<file path="config.mk">
export PLATFORM = sky130hd
export DESIGN_NAME = tag_issue_ctrl
export DESIGN_NICKNAME = d
export VERILOG_FILES = /design/src/rtl/tag_sort_pkg.sv /design/src/rtl/tag_flow_regfile.sv /design/src/rtl/tag_issue_ctrl.sv
export SDC_FILE = /design/constraint.sdc
export NUM_CORES = 1
export LEC_CHECK = 0
export ABC_AREA = 1
export CORE_MARGIN = 5
export CORE_UTILIZATION = 48
export CTS_CLUSTER_DIAMETER = 80
export CTS_CLUSTER_SIZE = 12
export DETAILED_ROUTE_END_ITERATION = 6
export GPL_TIMING_DRIVEN = 0
export PLACE_DENSITY_LB_ADDON = 0.15
export SLEW_MARGIN = 20
export SYNTH_ARGS = -nofsm -noshare
export SYNTH_HDL_FRONTEND = slang
export SYNTH_HIERARCHICAL = 1
export SYNTH_SLANG_ARGS = --single-unit
</file>
<file path="constraint.sdc">
create_clock -name clk -period 8 [get_ports clk]
set_clock_uncertainty 0.05 [all_clocks]
set_input_delay 2.4 -clock clk [delete_from_list [all_inputs] [get_ports clk]]
set_output_delay 2.4 -clock clk [all_outputs]
set_load 0.02 [all_outputs]
</file>
<file path="src/rtl/tag_sort_pkg.sv">
// Shared widths and FSM encoding for the tag-sorting datapath.
// Tag issue control, flow register file and storage all import this.
package tag_sort_pkg;

  localparam int T_W = 6;  // tag value width
  localparam int S_W = 6;  // SPB address width
  localparam int I_W = 6;  // packet ID width
  localparam int F_W = 3;  // flow ID width
  localparam int L_W = 6;  // normalized length width

  localparam logic [1:0] ST_IDLE  = 2'd0;
  localparam logic [1:0] ST_CALC  = 2'd1;
  localparam logic [1:0] ST_ISSUE = 2'd2;
  localparam logic [1:0] ST_WAIT  = 2'd3;

endpackage

</file>
<file path="src/rtl/tag_flow_regfile.sv">
// Per-flow last-finish-tag storage: one write port, one combinational read port.
// Contents are qualified by valid bits held by the owner, so no reset is needed.
module tag_flow_regfile #(
  parameter int F = 3,
  parameter int T = 6
) (
  input  logic         clk,
  input  logic         we,
  input  logic [F-1:0] waddr,
  input  logic [T-1:0] wdata,
  input  logic [F-1:0] raddr,
  output logic [T-1:0] rdata
);

  logic [T-1:0] mem [2**F];

  always_ff @(posedge clk) begin
    if (we) mem[waddr] <= wdata;
  end

  assign rdata = mem[raddr];

endmodule

</file>
<file path="src/rtl/tag_issue_ctrl.sv">
// Computes a WFQ-style finish tag per arriving packet and issues one insert
// request to the tag storage, waiting (with timeout) for its completion.
module tag_issue_ctrl
  import tag_sort_pkg::*;
#(
  parameter int T   = T_W,
  parameter int S   = S_W,
  parameter int I   = I_W,
  parameter int F   = F_W,
  parameter int L   = L_W,
  parameter int TMO = 15
) (
  input  logic         clk,
  input  logic         rst,
  input  logic         pck_valid,
  output logic         pck_ready,
  input  logic [F-1:0] pck_flow,
  input  logic [L-1:0] pck_len,
  input  logic [I-1:0] pck_id,
  input  logic [S-1:0] pck_spb_addr,
  output logic         ena,
  output logic [T-1:0] matching_tag,
  output logic [T-1:0] incoming_tag,
  output logic [I-1:0] o_pck_id,
  output logic [S-1:0] o_pck_spb_addr,
  input  logic         wr_done,
  input  logic         srv_valid,
  input  logic [T-1:0] srv_tag,
  output logic         err_tmo
);

  localparam int CW = (TMO < 2) ? 1 : $clog2(TMO + 1);

  logic [1:0]      state;
  logic [F-1:0]    flow_r;
  logic [L-1:0]    len_r;
  logic [T-1:0]    vtime;
  logic [2**F-1:0] flow_vld;
  logic [CW-1:0]   cnt;

  logic [T-1:0]    last_rd;
  logic            rf_we;
  logic            last_ok;
  logic [T-1:0]    base_c;
  logic [T-1:0]    match_c;
  logic [T:0]      sum_c;
  logic [T-1:0]    inc_c;

  tag_flow_regfile #(.F(F), .T(T)) u_rf (
    .clk  (clk),
    .we   (rf_we),
    .waddr(flow_r),
    .wdata(incoming_tag),
    .raddr(flow_r),
    .rdata(last_rd)
  );

  // Only a completion seen while waiting commits the tag; stray pulses are dropped.
  assign rf_we     = (state == ST_WAIT) && wr_done;
  assign pck_ready = (state == ST_IDLE) && !rst;

  // Finish tag: one extra bit catches overflow so the result saturates instead of wrapping.
  always_comb begin
    last_ok = flow_vld[flow_r];
    match_c = last_ok ? last_rd : vtime;
    base_c  = (last_ok && (last_rd > vtime)) ? last_rd : vtime;
    sum_c   = {1'b0, base_c} + (T+1)'(len_r);
    inc_c   = sum_c[T] ? {T{1'b1}} : sum_c[T-1:0];
  end

  always_ff @(posedge clk) begin
    if (rst) begin
      state          <= ST_IDLE;
      flow_r         <= '0;
      len_r          <= '0;
      vtime          <= '0;
      flow_vld       <= '0;
      cnt            <= '0;
      ena            <= 1'b0;
      err_tmo        <= 1'b0;
      matching_tag   <= '0;
      incoming_tag   <= '0;
      o_pck_id       <= '0;
      o_pck_spb_addr <= '0;
    end else begin
      ena <= 1'b0;
      // Virtual time only moves forward; CALC in this cycle still sees the old value.
      if (srv_valid && (srv_tag > vtime)) vtime <= srv_tag;

      case (state)
        ST_IDLE: begin
          if (pck_valid) begin
            flow_r         <= pck_flow;
            len_r          <= pck_len;
            o_pck_id       <= pck_id;
            o_pck_spb_addr <= pck_spb_addr;
            state          <= ST_CALC;
          end
        end
        ST_CALC: begin
          incoming_tag <= inc_c;
          matching_tag <= match_c;
          ena          <= 1'b1;
          cnt          <= '0;
          state        <= ST_ISSUE;
        end
        ST_ISSUE: begin
          cnt   <= '0;
          state <= ST_WAIT;
        end
        default: begin
          if (wr_done) begin
            flow_vld[flow_r] <= 1'b1;
            state            <= ST_IDLE;
          end else if (cnt == CW'(TMO - 1)) begin
            err_tmo <= 1'b1;
            state   <= ST_IDLE;
          end else begin
            cnt <= cnt + 1'b1;
          end
        end
      endcase
    end
  end

endmodule

</file>
==> results of run 1 <==
==> kinds of logic after synthesis <==
| family | Yosys count | share of synthesized area, % |
|---|---|---|
| compound gates | 76 | 8.17 |
| simple gates | 304 | 25.2 |
| flops | 103 | 49.7 |
| buf+inv | 122 | 10.2 |
| fa+ha+maj | 25 | 6.26 |
| xor+xnor | 3 | 0.514 |
==> final cells by class <==
type	count	area share (%)
sequential	103	42.2
multi-input combinational	408	34.1
timing repair buffer	57	9.47
inverter	103	6.50
tap	136	2.82
clock buffer	13	2.47
buffer	19	2.14
clock inverter	3	0.332
==> worst max-delay path, cell delays in order <==
cell	delay (ns)
buf_2	0.21
buf_1	0.49
nor2_1	0.11
clkdlybuf4s50_1	0.56
==> final timing paths <==
check             slack [ns]  depth (start not counted)         endpoint
setup reg to reg        4.04                         23  incoming_tag[0]
setup / recovery        1.78                          4        pck_ready
hold / removal          0.41                          2      flow_vld[0]
hold reg to reg         0.41                          2      flow_vld[0]
==> per-layer routing <==
| metal | up-vias | routed length, um | track usage [%] |
|---|---|---|---|
| li1 | 2136 | - | - |
| met1 | 1876 | 5200 | 24.5 |
| met2 | 99 | 5340 | 30.6 |
| met3 | 18 | 648 | 4.33 |
| met4 | 0 | 265 | 8.09 |
| met5 | - | 0 | 0 |
==> sequential cells by signal, summed over array words and instances, names as in the netlist <==
name            flops
u_rf/mem           48
incoming_tag        6
flow_r              3
matching_tag        6
err_tmo             1
o_pck_spb_addr      6
state               2
cnt                 4
len_r               6
flow_vld            8
o_pck_id            6
vtime               6
ena                 1
==> layout by cell type, fill, tap and decap left out, types with 4 or more instances in the layout <==
cell type and n:
nand2_1 157, inv_1 96, nor2_1 81, clkdlybuf4s50_1 57, dfxtp_1 55, nand3_1 51, edfxtp_1 48, o21ai_0 34
a21oi_1 28, ha_1 24, clkbuf_1 10, clkbuf_8 10, o21ai_2 6, nand2_2 5, buf_6 4
==> where the power goes <==
part,switching (mW),internal (mW)
Clock,0.171,0.122
Sequential,0.0793,0.644
Combinational,0.427,0.272
==> synth_stat cells <==
cell / count / share of area [%]
a21o_1: 2 / 0.29
a21oi_1: 28 / 2.7
a31oi_1: 3 / 0.37
buf_1: 2 / 0.15
buf_12: 1 / 0.39
buf_2: 3 / 0.29
buf_4: 2 / 0.29
buf_6: 4 / 0.88
clkbuf_1: 7 / 0.51
clkinv_1: 2 / 0.15
dfxtp_1: 55 / 22
edfxtp_1: 48 / 28
fa_1: 1 / 0.39
ha_1: 24 / 5.9
inv_1: 96 / 7.0
inv_2: 3 / 0.22
inv_4: 2 / 0.24
nand2_1: 157 / 12
nand2_2: 5 / 0.61
nand2_4: 2 / 0.44
nand3_1: 51 / 5.0
nand3_2: 3 / 0.59
nor2_1: 81 / 5.9
nor2_2: 2 / 0.24
nor2_8: 2 / 0.78
nor3_1: 1 / 0.098
o21ai_0: 34 / 3.3
o21ai_2: 6 / 1.0
o21bai_1: 2 / 0.29
o22ai_1: 1 / 0.12
xnor2_1: 1 / 0.17
xor2_1: 2 / 0.34
==> metrics by stage <==
stage	total power, mW	setup WS, ns	area (sq um)	utilization, %	instances
after global routing	1.85	1.70	6030	58.1	842
after floorplan	1.19	2.49	5120	-	633
after CTS	1.73	1.78	6030	58.1	842
after global placement	1.41	1.78	5860	56.5	826
final	1.71	1.78	6030	58.1	842
after detailed placement	1.44	1.79	5860	56.5	826
==> flow_summary.ini, run 1 <==
[clock_network]
post-cts-setup-buffers = 0
ctsRootBufferMaster = clkbuf_8
cts_tree = built
clkLatencyLatePin_ns = 0.37
cts_made_buffers = 9
clock_sinks = 103
cts.htree.levels = 3
ctsResizeCount = 0
clkTransAtPathRegs_ns = 0.08
postCtsHoldBufs = 0
cts_max_path_buffers = 2

[timing]
setup_tns_ns = 0
min_period_over_period_pct = 77.7
worst_slew_pin_slew_ns = 0.633
slew_headroom_pct = 57.6
drv_slew = 0
period_needed_ns = 6.22
hold-worst-slack_ns = 0.408
hold_violations = 0
fmax_mhz = 161
rsz0062_at_grt = false
final-setup-viol-count = 0

[floorplanning]
io_pins = 59
core_sq_um = 10400
die_area_sq_um = 12800
initial_core_util_pct = 49.3
die_w_um = 113
row_count = 37
fp.dieH_um = 113

[global_routing]
groute.usage.overall_pct = 19.0
first_global_vias = 4135
grt_pass1_wl_um = 19500
antenna_found_initial = 0
overflow = 0
grt_max_degree = 17

[logic_synthesis]
ys_warn_count = 6
synth_nets = 690
syn_area_sq_um = 5120
ys_seq_area_share_pct = 49.7
ys_types = 32
ys_ff_latch = 103
postSynthCellCount = 633
synth.avg_cell_area_sq_um = 8.08

[final_layout]
seq_area_sq_um = 2540
diodes = 0
syn2layout_area_growth_pct = 17.8
nets = 758
nFillCells = 973
multi_input_area_sq_um = 2050
drive_above_1_share_pct = 6.80

[hold_path]
hp-start = flow_vld[0]
min_path_type = register to register

[detailed_routing]
drtIter0Drc = 264
routed_wirelength_um = 11500
drtPass1Iterations = 4
drc = 0
viasPerCell = 4.90
drtAntennaViolNets = 0
drt-wirelength-per-cell_um = 13.6
vias = 4129

[run_status]
status = completed

[place]
globalplace.congestion = 0.855
place_hpwl_um = 8690
port-buffer-count = 57

[pwr]
power_density_nw_per_um2 = 285
leakage_nw = 2.70
ir_drop_mv = 0.152

[setup_path]
cp-start-kind = input port
arrival_ns = 3.77
setup.worst_path.start = rst
worstPathMaxFanout = 10
cp.required_ns = 5.55
r2r-start = flow_r[1]
crit_type = input port to output port
end_kind = output port

[flow_run]
drv_cap = 0
No activity file was read; power rests on OpenSTA's default activity.
==> inputs of run 2 (changes only) <==
==> constraint.sdc (replaced) <==
create_clock -name clk -period 5.9 [get_ports clk]
set_clock_uncertainty 0.05 [all_clocks]
set_input_delay 1.77 -clock clk [delete_from_list [all_inputs] [get_ports clk]]
set_output_delay 1.77 -clock clk [all_outputs]
set_load 0.02 [all_outputs]
==> results of run 2 <==
The final DEF is identical to that of run 1. Status: completed.
Main changes from that run: setup slack after placement 1.79 ns -> 0.950 ns; setup slack after layout 1.78 ns -> 0.942 ns; register-to-register setup slack 4.04 ns -> 1.94 ns; total power 1.71 mW -> 2.33 mW; worst IR drop on VDD 0.152 mV -> 0.207 mV
==> inputs of run 3 (changes only) <==
==> constraint.sdc (replaced) <==
create_clock -name clk -period 4.69 [get_ports clk]
set_clock_uncertainty 0.05 [all_clocks]
set_input_delay 1.407 -clock clk [delete_from_list [all_inputs] [get_ports clk]]
set_output_delay 1.407 -clock clk [all_outputs]
set_load 0.02 [all_outputs]
==> results of run 3 <==
The final DEF is identical to that of run 1. Status: completed.
Main changes from that run: setup slack after placement 1.79 ns -> 0.466 ns; setup slack after layout 1.78 ns -> 0.458 ns; register-to-register setup slack 4.04 ns -> 0.73 ns; total power 1.71 mW -> 2.92 mW; worst IR drop on VDD 0.152 mV -> 0.260 mV
